===== config.mk =====
export PLATFORM = sky130hd
export DESIGN_NAME = drr_req_sched_flat
export DESIGN_NICKNAME = d
export VERILOG_FILES = /design/src/rtl/drr_req_sched_if.sv /design/src/rtl/drr_req_sched.sv /design/src/flat_wrapper.sv
export SDC_FILE = /design/constraint.sdc
export NUM_CORES = 1
export LEC_CHECK = 0
export ABC_CLOCK_PERIOD_IN_PS = 5900
export BUFFER_PORTS_ARGS = -buffer_cell sky130_fd_sc_hd__buf_2
export CAP_MARGIN = 10
export CORE_MARGIN = 5
export CORE_UTILIZATION = 30
export DETAILED_ROUTE_END_ITERATION = 10
export HOLD_SLACK_MARGIN = 0.03
export PLACE_DENSITY = 0.54
export SYNTH_ARGS = -nofsm -noshare
export SYNTH_HDL_FRONTEND = slang
export SYNTH_SLANG_ARGS = --single-unit

===== constraint.sdc =====
create_clock -name clk -period 5.9 [get_ports clk]
set_clock_uncertainty 0.1 [all_clocks]
set_input_delay 0 -clock clk [delete_from_list [all_inputs] [get_ports clk]]
set_output_delay 0 -clock clk [all_outputs]
set_load 0.05 [all_outputs]

===== src/rtl/drr_req_sched_if.sv =====
// Bundle of the drr_req_sched requester, snapshot, engine and response signals.
// The slave modport is the scheduler; the master modport is whatever drives it.
interface drr_req_sched_if #(
    parameter int unsigned NUM_REQ             = 4,
    parameter int unsigned CLASS_WIDTH         = 5,
    parameter int unsigned WEIGHT_WIDTH        = 16,
    parameter int unsigned PKT_WIDTH           = 16,
    parameter int unsigned RESULT_WIDTH        = 32,
    parameter int unsigned PIFO_OVERFLOW_WIDTH = 1,
    parameter int unsigned PIFO_ROUND_WIDTH    = 18
) ();
    // Requesters
    logic [NUM_REQ-1:0]              req_valid;
    logic [NUM_REQ-1:0]              req_ready;
    logic [NUM_REQ*CLASS_WIDTH-1:0]  req_class_id;
    logic [NUM_REQ*WEIGHT_WIDTH-1:0] req_class_weight;
    logic [NUM_REQ*PKT_WIDTH-1:0]    req_pkt_len;

    // Dequeued-PIFO snapshot input
    logic                            last_pifo_valid;
    logic [PIFO_OVERFLOW_WIDTH-1:0]  last_pifo_overflow;
    logic [PIFO_ROUND_WIDTH-1:0]     last_pifo_round;

    // Engine request
    logic                            eng_req_valid;
    logic [CLASS_WIDTH-1:0]          eng_req_class_id;
    logic [WEIGHT_WIDTH-1:0]         eng_req_class_weight;
    logic [WEIGHT_WIDTH-1:0]         eng_req_div_quotient;
    logic [WEIGHT_WIDTH-1:0]         eng_req_div_remain;
    logic                            eng_last_pifo_valid;
    logic [PIFO_OVERFLOW_WIDTH-1:0]  eng_last_pifo_overflow;
    logic [PIFO_ROUND_WIDTH-1:0]     eng_last_pifo_round;

    // Engine response and routed response
    logic                            eng_resp_valid;
    logic [RESULT_WIDTH-1:0]         eng_resp_data;
    logic [NUM_REQ-1:0]              resp_valid;
    logic [RESULT_WIDTH-1:0]         resp_data;

    // Status
    logic                            busy;
    logic                            err;

    modport master (
        output req_valid, req_class_id, req_class_weight, req_pkt_len,
        output last_pifo_valid, last_pifo_overflow, last_pifo_round,
        output eng_resp_valid, eng_resp_data,
        input  req_ready,
        input  eng_req_valid, eng_req_class_id, eng_req_class_weight,
        input  eng_req_div_quotient, eng_req_div_remain,
        input  eng_last_pifo_valid, eng_last_pifo_overflow, eng_last_pifo_round,
        input  resp_valid, resp_data, busy, err
    );

    modport slave (
        input  req_valid, req_class_id, req_class_weight, req_pkt_len,
        input  last_pifo_valid, last_pifo_overflow, last_pifo_round,
        input  eng_resp_valid, eng_resp_data,
        output req_ready,
        output eng_req_valid, eng_req_class_id, eng_req_class_weight,
        output eng_req_div_quotient, eng_req_div_remain,
        output eng_last_pifo_valid, eng_last_pifo_overflow, eng_last_pifo_round,
        output resp_valid, resp_data, busy, err
    );
endinterface


===== src/rtl/drr_req_sched.sv =====
// DRR front-end scheduler: round-robin requester arbitration, iterative
// restoring divide of packet length by class weight, single outstanding engine
// request, response routing back to the owning requester, PIFO snapshot.
module drr_req_sched #(
    parameter int unsigned NUM_REQ             = 4,
    parameter int unsigned CLASS_WIDTH         = 5,
    parameter int unsigned WEIGHT_WIDTH        = 16,
    parameter int unsigned PKT_WIDTH           = 16,
    parameter int unsigned RESULT_WIDTH        = 32,
    parameter int unsigned PIFO_OVERFLOW_WIDTH = 1,
    parameter int unsigned PIFO_ROUND_WIDTH    = 18
) (
    input logic            clk,
    input logic            rst,
    drr_req_sched_if.slave io_if
);
    localparam int unsigned IDX_W = (NUM_REQ > 1) ? $clog2(NUM_REQ) : 1;
    localparam int unsigned CNT_W = $clog2(PKT_WIDTH + 1);

    typedef enum logic [1:0] {
        StIdle  = 2'd0,
        StDiv   = 2'd1,
        StIssue = 2'd2,
        StWait  = 2'd3
    } state_e;

    state_e                         r_state;
    state_e                         w_state_nxt;

    logic [IDX_W-1:0]               r_rr_ptr;
    logic [IDX_W-1:0]               r_owner;
    logic [IDX_W-1:0]               w_gnt_idx;
    logic                           w_gnt_any;
    logic [NUM_REQ-1:0]             w_grant;

    logic [CLASS_WIDTH-1:0]         w_sel_class;
    logic [WEIGHT_WIDTH-1:0]        w_sel_weight;
    logic [PKT_WIDTH-1:0]           w_sel_len;

    logic [CLASS_WIDTH-1:0]         r_class;
    logic [WEIGHT_WIDTH-1:0]        r_weight;
    logic                           r_wzero;
    // r_quo holds the dividend and accumulates quotient bits as they shift in
    logic [PKT_WIDTH-1:0]           r_quo;
    logic [WEIGHT_WIDTH-1:0]        r_rem;
    logic [CNT_W-1:0]               r_cnt;

    logic [WEIGHT_WIDTH:0]          w_rem_shift;
    logic [WEIGHT_WIDTH:0]          w_rem_sub;
    logic                           w_q_bit;

    logic                           w_accept;
    logic                           w_ready_en;
    logic                           w_eng_req_valid;

    logic                           r_snap_valid;
    logic [PIFO_OVERFLOW_WIDTH-1:0] r_snap_overflow;
    logic [PIFO_ROUND_WIDTH-1:0]    r_snap_round;

    logic [NUM_REQ-1:0]             r_resp_valid;
    logic [RESULT_WIDTH-1:0]        r_resp_data;
    logic                           r_err;

    // Round-robin grant: first valid requester after rr_ptr, wrapping.
    always_comb begin
        int unsigned idx;
        idx       = 0;
        w_gnt_any = 1'b0;
        w_gnt_idx = '0;
        for (int unsigned k = 1; k <= NUM_REQ; k++) begin
            idx = 32'(r_rr_ptr) + k;
            if (idx >= NUM_REQ) begin
                idx = idx - NUM_REQ;
            end
            if (!w_gnt_any && io_if.req_valid[idx[IDX_W-1:0]]) begin
                w_gnt_any = 1'b1;
                w_gnt_idx = idx[IDX_W-1:0];
            end
        end
        w_grant = w_gnt_any ? (NUM_REQ'(1) << w_gnt_idx) : '0;
    end

    assign w_sel_class  = io_if.req_class_id[w_gnt_idx*CLASS_WIDTH +: CLASS_WIDTH];
    assign w_sel_weight = io_if.req_class_weight[w_gnt_idx*WEIGHT_WIDTH +: WEIGHT_WIDTH];
    assign w_sel_len    = io_if.req_pkt_len[w_gnt_idx*PKT_WIDTH +: PKT_WIDTH];

    // One restoring-division step: shift in next dividend bit, subtract if it fits.
    assign w_rem_shift = {r_rem, r_quo[PKT_WIDTH-1]};
    assign w_rem_sub   = w_rem_shift - {1'b0, r_weight};
    assign w_q_bit     = (w_rem_shift >= {1'b0, r_weight});

    // FSM next-state and control outputs.
    always_comb begin
        w_state_nxt     = r_state;
        w_ready_en      = 1'b0;
        w_eng_req_valid = 1'b0;
        w_accept        = 1'b0;
        case (r_state)
            StIdle: begin
                w_ready_en = ~rst;
                if (w_gnt_any && !rst) begin
                    w_accept    = 1'b1;
                    // Weight 0 has a fixed result, so the divider is skipped
                    w_state_nxt = (w_sel_weight == '0) ? StIssue : StDiv;
                end
            end
            StDiv: begin
                if (r_cnt == CNT_W'(PKT_WIDTH - 1)) begin
                    w_state_nxt = StIssue;
                end
            end
            StIssue: begin
                w_eng_req_valid = 1'b1;
                w_state_nxt     = StWait;
            end
            StWait: begin
                if (io_if.eng_resp_valid) begin
                    w_state_nxt = StIdle;
                end
            end
            default: w_state_nxt = StIdle;
        endcase
    end

    // FSM state register.
    always_ff @(posedge clk) begin
        if (rst) begin
            r_state <= StIdle;
        end else begin
            r_state <= w_state_nxt;
        end
    end

    // Operand latch, owner/pointer update and divider iteration.
    always_ff @(posedge clk) begin
        if (rst) begin
            r_rr_ptr <= IDX_W'(NUM_REQ - 1);
            r_owner  <= '0;
            r_class  <= '0;
            r_weight <= '0;
            r_wzero  <= 1'b0;
            r_quo    <= '0;
            r_rem    <= '0;
            r_cnt    <= '0;
        end else if (w_accept) begin
            r_rr_ptr <= w_gnt_idx;
            r_owner  <= w_gnt_idx;
            r_class  <= w_sel_class;
            r_weight <= w_sel_weight;
            r_wzero  <= (w_sel_weight == '0);
            r_quo    <= w_sel_len;
            r_rem    <= '0;
            r_cnt    <= '0;
        end else if (r_state == StDiv) begin
            r_quo <= (r_quo << 1) | PKT_WIDTH'(w_q_bit);
            r_rem <= w_q_bit ? w_rem_sub[WEIGHT_WIDTH-1:0] : w_rem_shift[WEIGHT_WIDTH-1:0];
            r_cnt <= r_cnt + CNT_W'(1);
        end
    end

    // PIFO snapshot, loaded on any strobe regardless of state.
    always_ff @(posedge clk) begin
        if (rst) begin
            r_snap_valid    <= 1'b0;
            r_snap_overflow <= '0;
            r_snap_round    <= '0;
        end else if (io_if.last_pifo_valid) begin
            r_snap_valid    <= 1'b1;
            r_snap_overflow <= io_if.last_pifo_overflow;
            r_snap_round    <= io_if.last_pifo_round;
        end
    end

    // Route engine responses to the owner; flag responses nobody is waiting for.
    always_ff @(posedge clk) begin
        if (rst) begin
            r_resp_valid <= '0;
            r_resp_data  <= '0;
            r_err        <= 1'b0;
        end else begin
            r_resp_valid <= '0;
            if (io_if.eng_resp_valid) begin
                if (r_state == StWait) begin
                    r_resp_valid <= NUM_REQ'(1) << r_owner;
                    r_resp_data  <= io_if.eng_resp_data;
                end else begin
                    r_err <= 1'b1;
                end
            end
        end
    end

    assign io_if.req_ready              = w_ready_en ? w_grant : '0;
    assign io_if.eng_req_valid          = w_eng_req_valid;
    assign io_if.eng_req_class_id       = r_class;
    assign io_if.eng_req_class_weight   = r_weight;
    assign io_if.eng_req_div_quotient   = r_wzero ? '1 : WEIGHT_WIDTH'(r_quo);
    assign io_if.eng_req_div_remain     = r_rem;
    assign io_if.eng_last_pifo_valid    = r_snap_valid;
    assign io_if.eng_last_pifo_overflow = r_snap_overflow;
    assign io_if.eng_last_pifo_round    = r_snap_round;
    assign io_if.resp_valid             = r_resp_valid;
    assign io_if.resp_data              = r_resp_data;
    assign io_if.busy                   = (r_state != StIdle);
    assign io_if.err                    = r_err;

endmodule


===== src/flat_wrapper.sv =====
// flat-port wrapper written by rule: the top's interface ports become plain ports
module drr_req_sched_flat 
#(
    parameter int unsigned NUM_REQ             = 4,
    parameter int unsigned CLASS_WIDTH         = 5,
    parameter int unsigned WEIGHT_WIDTH        = 16,
    parameter int unsigned PKT_WIDTH           = 16,
    parameter int unsigned RESULT_WIDTH        = 32,
    parameter int unsigned PIFO_OVERFLOW_WIDTH = 1,
    parameter int unsigned PIFO_ROUND_WIDTH    = 18
)
  (clk, rst, io_if_req_valid, io_if_req_class_id, io_if_req_class_weight, io_if_req_pkt_len, io_if_last_pifo_valid, io_if_last_pifo_overflow, io_if_last_pifo_round, io_if_eng_resp_valid, io_if_eng_resp_data, io_if_req_ready, io_if_eng_req_valid, io_if_eng_req_class_id, io_if_eng_req_class_weight, io_if_eng_req_div_quotient, io_if_eng_req_div_remain, io_if_eng_last_pifo_valid, io_if_eng_last_pifo_overflow, io_if_eng_last_pifo_round, io_if_resp_valid, io_if_resp_data, io_if_busy, io_if_err);
  drr_req_sched_if #(.NUM_REQ(NUM_REQ), .CLASS_WIDTH(CLASS_WIDTH), .WEIGHT_WIDTH(WEIGHT_WIDTH), .PKT_WIDTH(PKT_WIDTH), .RESULT_WIDTH(RESULT_WIDTH), .PIFO_OVERFLOW_WIDTH(PIFO_OVERFLOW_WIDTH), .PIFO_ROUND_WIDTH(PIFO_ROUND_WIDTH)) io_if_i ();
  input logic clk;
  input logic rst;
  input wire logic [$bits(io_if_i.req_valid)-1:0] io_if_req_valid;
  input wire logic [$bits(io_if_i.req_class_id)-1:0] io_if_req_class_id;
  input wire logic [$bits(io_if_i.req_class_weight)-1:0] io_if_req_class_weight;
  input wire logic [$bits(io_if_i.req_pkt_len)-1:0] io_if_req_pkt_len;
  input wire logic [$bits(io_if_i.last_pifo_valid)-1:0] io_if_last_pifo_valid;
  input wire logic [$bits(io_if_i.last_pifo_overflow)-1:0] io_if_last_pifo_overflow;
  input wire logic [$bits(io_if_i.last_pifo_round)-1:0] io_if_last_pifo_round;
  input wire logic [$bits(io_if_i.eng_resp_valid)-1:0] io_if_eng_resp_valid;
  input wire logic [$bits(io_if_i.eng_resp_data)-1:0] io_if_eng_resp_data;
  output wire logic [$bits(io_if_i.req_ready)-1:0] io_if_req_ready;
  output wire logic [$bits(io_if_i.eng_req_valid)-1:0] io_if_eng_req_valid;
  output wire logic [$bits(io_if_i.eng_req_class_id)-1:0] io_if_eng_req_class_id;
  output wire logic [$bits(io_if_i.eng_req_class_weight)-1:0] io_if_eng_req_class_weight;
  output wire logic [$bits(io_if_i.eng_req_div_quotient)-1:0] io_if_eng_req_div_quotient;
  output wire logic [$bits(io_if_i.eng_req_div_remain)-1:0] io_if_eng_req_div_remain;
  output wire logic [$bits(io_if_i.eng_last_pifo_valid)-1:0] io_if_eng_last_pifo_valid;
  output wire logic [$bits(io_if_i.eng_last_pifo_overflow)-1:0] io_if_eng_last_pifo_overflow;
  output wire logic [$bits(io_if_i.eng_last_pifo_round)-1:0] io_if_eng_last_pifo_round;
  output wire logic [$bits(io_if_i.resp_valid)-1:0] io_if_resp_valid;
  output wire logic [$bits(io_if_i.resp_data)-1:0] io_if_resp_data;
  output wire logic [$bits(io_if_i.busy)-1:0] io_if_busy;
  output wire logic [$bits(io_if_i.err)-1:0] io_if_err;
  assign io_if_i.req_valid = io_if_req_valid;
  assign io_if_i.req_class_id = io_if_req_class_id;
  assign io_if_i.req_class_weight = io_if_req_class_weight;
  assign io_if_i.req_pkt_len = io_if_req_pkt_len;
  assign io_if_i.last_pifo_valid = io_if_last_pifo_valid;
  assign io_if_i.last_pifo_overflow = io_if_last_pifo_overflow;
  assign io_if_i.last_pifo_round = io_if_last_pifo_round;
  assign io_if_i.eng_resp_valid = io_if_eng_resp_valid;
  assign io_if_i.eng_resp_data = io_if_eng_resp_data;
  assign io_if_req_ready = io_if_i.req_ready;
  assign io_if_eng_req_valid = io_if_i.eng_req_valid;
  assign io_if_eng_req_class_id = io_if_i.eng_req_class_id;
  assign io_if_eng_req_class_weight = io_if_i.eng_req_class_weight;
  assign io_if_eng_req_div_quotient = io_if_i.eng_req_div_quotient;
  assign io_if_eng_req_div_remain = io_if_i.eng_req_div_remain;
  assign io_if_eng_last_pifo_valid = io_if_i.eng_last_pifo_valid;
  assign io_if_eng_last_pifo_overflow = io_if_i.eng_last_pifo_overflow;
  assign io_if_eng_last_pifo_round = io_if_i.eng_last_pifo_round;
  assign io_if_resp_valid = io_if_i.resp_valid;
  assign io_if_resp_data = io_if_i.resp_data;
  assign io_if_busy = io_if_i.busy;
  assign io_if_err = io_if_i.err;
  drr_req_sched #(.NUM_REQ(NUM_REQ), .CLASS_WIDTH(CLASS_WIDTH), .WEIGHT_WIDTH(WEIGHT_WIDTH), .PKT_WIDTH(PKT_WIDTH), .RESULT_WIDTH(RESULT_WIDTH), .PIFO_OVERFLOW_WIDTH(PIFO_OVERFLOW_WIDTH), .PIFO_ROUND_WIDTH(PIFO_ROUND_WIDTH)) u_core (.clk(clk), .rst(rst), .io_if(io_if_i));
endmodule

==> results of run 1 <==
## final timing paths
kind | end | slack [ns] | depth (start not counted)
worst max-delay path | u_core.r_state[1] | 2.20 | 10
worst min-delay path | u_core.io_if.eng_req_class_weight[2] | 0.08 | 7
worst max register to register | u_core.r_state[1] | 2.20 | 10
worst min register to register | u_core.io_if.resp_data[5] | 0.35 | 2
## power by group through the flow
| stage | logic (mW) | registers [mW] | clock network, mW |
|---|---|---|---|
| after CTS | 2.53 | 1.09 | 1.03 |
| after global placement | 2.33 | 1.10 | 0 |
| after floorplan | 1.55 | 1.33 | 0 |
| final | 2.52 | 1.09 | 0.996 |
| after global routing | 2.76 | 1.11 | 1.06 |
| after detailed placement | 2.33 | 1.11 | 0 |
## per-layer routing
layer  vias up  GRT usage, %
li1       3936             -
met2       247          32.2
met1      3503          21.8
met3        38          4.18
met5         -             0
met4         0          7.10
## registers in the layout, indices dropped and copies added (netlist names)
signal	cells
u_core.io_if.resp_valid	4
u_core.r_owner	2
u_core.io_if.eng_req_class_id	5
u_core.io_if.eng_req_div_remain	16
u_core.r_cnt	5
u_core.r_state	2
u_core.r_rr_ptr	2
u_core.io_if.eng_last_pifo_overflow	1
u_core.r_quo	16
u_core.io_if.err	1
u_core.io_if.resp_data	32
u_core.io_if.eng_last_pifo_valid	1
u_core.io_if.eng_req_class_weight	16
u_core.r_wzero	1
u_core.io_if.eng_last_pifo_round	18
## worst reg2reg max path, stage by stage, from the launching register on
cell and delay [ns]:
dfxtp_1 0.48, mux2i_1 0.26, o2bb2ai_2 0.11, o21ba_4 0.86
mux2i_1 0.28, dlygate4sd3_1 0.56, mux2i_1 0.08, nor2_1 0.13
nand4_1 0.11, or4_1 0.56, o22ai_2 0.09
## Yosys cell counts (2+ instances only)
cell / n
a311oi_1: 5
and3_1: 25
mux2i_1: 56
nor3b_1: 2
o21ai_0: 31
dfxtp_1: 122
ha_1: 23
nor4_1: 3
or4_1: 2
o21a_1: 2
buf_2: 6
clkbuf_1: 41
o22ai_1: 3
nand2b_1: 6
nor2_1: 93
o21ai_1: 2
nand2_1: 228
inv_1: 31
buf_6: 4
nor2b_1: 7
o31ai_1: 2
mux2_2: 5
nand4_1: 7
a211oi_1: 18
nor4b_1: 2
nand3_1: 13
a22oi_1: 2
buf_1: 7
xor2_1: 7
nor3_1: 3
buf_4: 3
a21oi_1: 88
xnor2_1: 8
or2_2: 18
a31oi_1: 20
a21o_1: 3
nand3b_1: 2
## logic make-up (layout without fill, tap and decap cells)
family,count (synthesis),count (layout)
flip-flops,122,122
buffers and inverters,92,512
AO/OA/AOI/OAI,189,189
multiplexers,61,61
XOR/XNOR,15,15
adder cells (fa/ha/maj),24,24
AND/OR/NAND/NOR,416,416
## what timing repair did
item	4_1_cts	5_1_grt
endpoints found under the setup margin	0	0
hold buffers	118	0
buffers inserted	0	0
hold endpoints to repair	83	0
resized for setup	0	0
## cell type report
type,count,area share (%)
Multi-Input combinational cell,705,38.7
Timing Repair Buffer,449,27.7
Sequential cell,122,23.6
Clock buffer,17,4.11
Tap cell,285,3.45
Clock inverter,15,1.34
Inverter,31,1.13
==> flow_summary_export.csv, run 1 <==
group,metric,value,unit
finish,fillCellCount,2265,
global_routing,grt_overflow,0,
sta,fin_tns_setup,0,ns
sta,maxSlewHeadroom,27.5,%
place,placed_cells,1474,
sta,slew_violations,0,
critical_path,r2r_start,"u_core.r_rr_ptr[1]",
job,maxCapViolCount,0,
logic_synthesis,synth.area.top_cells,"dfxtp_1 (36%), nand2_1 (13%), mux2i_1 (8.2%)",
floorplan,die_y,161,um
power,p_sw,2.12,mW
place,gp_congestion,0.808,
global_routing,grt_pass1_wl,39000,um
logic_synthesis,synth_fa_ha_area_share,4.51,%
critical_path,path_class,"reg -> reg",
critical_path,crit_fanout,74,
finish,finish.utilization,46.0,%
logic_synthesis,synth_compound_area_share,16.6,%
logic_synthesis,synthFlopType,"dfxtp_1",
floorplan,io_pins,323,
logic_synthesis,ys_seq_elements,122,
power,power,4.61,mW
logic_synthesis,ys_warn_count,0,
floorplan,die_x,161,um
logic_synthesis,synth.avg_cell_area,7.43,sq um
critical_path,crit_chain,"mux2i_1 > o2bb2ai_2 > o21ba_4 > mux2i_1 > dlygate4sd3_1 > mux2i_1 > nor2_1 > nand4_1 > or4_1 > o22ai_2",
min_path,hold_start,"io_if_req_class_weight[2]",
global_routing,grt_pass1_vias,7710,
finish,multiInputGateArea,4000,sq um
power,p_clk_share,21.6,%
power,p_leak,5.01,nW
critical_path,cp_data_arrival_time,3.94,ns
finish,final_cell_mix,"buf_2 (321), nand2_1 (228), dfxtp_1 (122)",
finish,area_growth,51.6,%
sta,setup_ws,2.20,ns
logic_synthesis,synth_top_family_by_area,"simple AND/OR/NAND/NOR gates",
logic_synthesis,yosys.area_share.simple,26.4,%
clocking,h-tree-depth,4,
critical_path,cp_data_required_time,6.14,ns
clocking,cts.sink_count,122,
finish,design_area,10300,sq um
routing,dr_wl_met2,12100,um
critical_path,cp_top_family,"compound AO/OA/AOI/OAI gates",
logic_synthesis,syn_area,6820,sq um
critical_path,cp_slowest_stage_delay,0.86,ns
critical_path,worst_setup_path_end_kind,"flip-flop",
logic_synthesis,synth_cells,919,
logic_synthesis,synth_area_leader_cell,"dfxtp_1",
routing,top_layer,"met4",
place,dp_hpwl,17700,um
clocking,clock_latency,0.42,ns
global_routing,antenna_found_initial,0,
routing,met1_length,10600,um
finish,diodes,0,
logic_synthesis,synthMuxAreaShare,9.04,%
place,port_buffers,322,
sta,period_share,62.7,%
routing,drt-initial-drc-count,436,
finish,fin_cells,1624,
sta,setup_viol,0,
place,placed_area,8600,sq um
sta,rsz0062_at_grt,"false",
critical_path,crit_path_frequent_cell,"mux2i_1",
sta,period_needed,3.70,ns
finish,final_common_cell,"buf_2",
clocking,cts_buffer_depth,2,
power,p_int,2.49,mW
logic_synthesis,ys_types,56,
finish,final_nets,1557,
critical_path,slowest_stage,"o21ba_4",
critical_path,start_kind,"flip-flop",
logic_synthesis,synth_fp_nets,1150,
sta,tightest_slew,1.09,ns
routing,ant_nets,0,
logic_synthesis,seq_area_frac_synth,35.8,%
global_routing,track_usage,18.4,%
place,pre_cts_ws,2.51,ns
clocking,cts_tree,"done",
min_path,hold_path.class,"in -> reg",
logic_synthesis,ys_async_sr_fraction,0,%
sta,max_freq,0.270,GHz
routing,wl_per_cell,15.3,um
global_routing,grt_max_degree,102,
floorplan,rows,55,
logic_synthesis,synth-edff-count,0,
routing,dr.pass1.iters,6,
power,p_per_area,445,nW/um^2
power,sw_frac_of_total,45.9,%
floorplan,initial_utilization,30.3,%
logic_synthesis,synth_xor_area_share,1.93,%
floorplan,core,22500,sq um
power,ir_drop,0.000214,V
finish,final_layout_size_suffix_gt1_share,29.4,%
clocking,numCtsBuffers,17,
outcome,status,"completed",
clocking,root_buffer,"clkbuf_16",
sta,hold_viol,0,
critical_path,critPathLaunch,"u_core.r_rr_ptr[1]",
routing,drc,0,
clocking,path_clk_slew,0.06,ns
logic_synthesis,netlist.area_leader.share,35.8,%
power,comb_power_share,54.7,%
finish,seq_area,2440,sq um
routing,viasPerCell,4.76,
routing,dr_wl_met3,1500,um
floorplan,die_area,25900,sq um
power,power_frac_seq,23.7,%
routing,drt-total-wl,24800,um
routing,via_count,7724,
sta,hold_ws,0.0831,ns
critical_path,cp_num_buf_inv,1,
Note: power is estimated with default switching activity, not from simulation.
==> inputs of run 2 (changes only) <==
- ABC_CLOCK_PERIOD_IN_PS: 5900 -> 3200
- PLACE_DENSITY: 0.54 -> 0.56
- clock period: 5.9 -> 3.2 ns (I/O delays scaled with it)
==> flow_summary_export.csv, run 2 (synthesis results as in run 1) <==
group,metric,value,unit
floorplan,initial_utilization,30.3,%
floorplan,core,22500,sq um
routing,wl_per_cell,15.2,um
routing,dr.pass1.iters,5,
job,maxCapViolCount,0,
sta,setup_viol,0,
finish,final_layout_size_suffix_gt1_share,29.9,%
critical_path,rr_worst_depth,11,
critical_path,crit_fanout,61,
global_routing,antenna_found_initial,0,
clocking,cts_tree,"done",
sta,maxSlewHeadroom,44.9,%
routing,drt-total-wl,24800,um
finish,diodes,0,
routing,drc,0,
place,dp_hpwl,18200,um
sta,slew_violations,0,
global_routing,grt_pass1_wl,38800,um
routing,viasPerCell,4.77,
sta,fin_tns_setup,0,ns
power,p_per_area,835,nW/um^2
finish,seq_area,2440,sq um
min_path,hold_path.class,"in -> reg",
clocking,root_buffer,"clkbuf_16",
clocking,clock_latency,0.41,ns
global_routing,grt_overflow,0,
floorplan,rows,55,
place,gp_congestion,0.841,
floorplan,die_x,161,um
finish,final_cell_mix,"buf_2 (321), nand2_1 (228), dfxtp_1 (121)",
critical_path,critPathLaunch,"u_core.r_rr_ptr[1]",
routing,drt-initial-drc-count,456,
critical_path,reg2reg_slack,0.19,ns
critical_path,worstSetupEndpoint,"u_core.r_state[1]",
place,placed_area,8650,sq um
sta,rsz0062_at_grt,"false",
finish,final_nets,1561,
sta,max_freq,0.332,GHz
global_routing,grt_max_degree,71,
critical_path,cp_data_required_time,3.44,ns
clocking,path_clk_slew,0.06,ns
finish,fillCellCount,2220,
clocking,cts_buffer_depth,2,
min_path,hold_depth,7,
floorplan,die_area,25900,sq um
finish,area_growth,53.1,%
floorplan,io_pins,323,
sta,hold_viol,0,
critical_path,cp_data_arrival_time,3.25,ns
critical_path,start_kind,"flip-flop",
routing,ant_nets,0,
finish,largest_register_ffs,32,
clocking,postCtsSetupBuffers,0,
sta,tightest_slew,0.823,ns
clocking,numCtsBuffers,17,
critical_path,r2r_start,"u_core.r_rr_ptr[1]",
clocking,cts.sink_count,122,
sta,period_share,94.0,%
floorplan,die_y,161,um
critical_path,r2r-end,"u_core.r_state[1]",
clocking,h-tree-depth,4,
sta,period_needed,3.01,ns
place,port_buffers,322,
critical_path,path_class,"reg -> reg",
critical_path,worst_setup_path_end_kind,"flip-flop",
finish,multiInputGateArea,4010,sq um
power,ir_drop,0.000365,V
power,p_leak,5.07,nW
routing,via_count,7772,
finish,design_area,10400,sq um
outcome,status,"completed",
global_routing,track_usage,18.2,%
global_routing,grt_pass1_vias,7682,
finish,final_common_cell,"buf_2",
-- run 2: what timing repair did --
| action | CTS | global route |
|---|---|---|
| hold buffers | 117 | 0 |
| setup endpoints to repair | 0 | 13 |
| resized for setup | 0 | 5 |
| hold endpoints to repair | 95 | 0 |
-- run 2: final cells by class --
| type | count | share of cell area [%] |
|---|---|---|
| multi-input combinational | 705 | 38.4 |
| timing repair buffer | 453 | 27.8 |
| sequential | 122 | 23.4 |
| clock buffer | 17 | 4.07 |
| tap | 285 | 3.41 |
| clock inverter | 15 | 1.82 |
| inverter | 31 | 1.11 |
-- run 2: layer usage --
| metal | vias up | GRT usage (%) | share of wire (%) |
|---|---|---|---|
| met2 | 303 | 32.0 | 48 |
| li1 | 3950 | - | - |
| met4 | 0 | 6.40 | 2.5 |
| met3 | 41 | 3.52 | 5.7 |
| met1 | 3478 | 22.3 | 44 |
| met5 | - | 0 | 0 |
-- run 2: critical path: stages (launching register included) --
cell and delay [ns]:
dfxtp_2 0.40, mux2i_1 0.11, o2bb2ai_2 0.21, o21ba_4 0.27, buf_12 0.22, nand2_1 0.09, nand2_1 0.05, dlygate4sd3_1 0.56
o21ai_1 0.20, nand4_1 0.17, or4_1 0.45, o22ai_2 0.09
-- run 2: through the flow --
step | setup WS, ns | hold slack (ns) | instances | total power, mW | utilization (%)
after global placement | 0.475 | 0.140 | 1479 | 6.38 | 38.4
after global routing | 0.0225 | 0.0566 | 1628 | 9.30 | 46.4
after floorplan | 0.0890 | 0.0360 | 919 | 5.31 | -
after CTS | 0.0374 | 0.0350 | 1628 | 8.78 | 46.4
after detailed placement | 0.392 | 0.144 | 1479 | 6.39 | 38.4
final | 0.192 | 0.00960 | 1628 | 8.73 | 46.4
-- run 2: report_power, final --
part / switching, mW / internal [mW] / total, mW / leakage [nW]
Clock: 0.781 / 1.24 / 2.02 / 0.293
Combinational: 2.92 / 1.76 / 4.68 / 3.78
Sequential: 0.237 / 1.79 / 2.02 / 0.998
Total: 3.94 / 4.79 / 8.73 / 5.07
-- run 2: worst min-delay path by stage --
stage | startpoint | endpoint | slack, ns
after floorplan | io_if_eng_resp_data[0] | u_core.io_if.resp_data[0] | 0.04
after global placement | io_if_last_pifo_round[0] | u_core.io_if.eng_last_pifo_round[0] | 0.14
after detailed placement | io_if_last_pifo_round[10] | u_core.io_if.eng_last_pifo_round[10] | 0.14
after CTS | io_if_req_class_weight[3] | u_core.io_if.eng_req_class_weight[3] | 0.03
after global routing | io_if_req_class_weight[34] | u_core.io_if.eng_req_class_weight[2] | 0.06
final | io_if_req_class_weight[34] | u_core.io_if.eng_req_class_weight[2] | 0.01
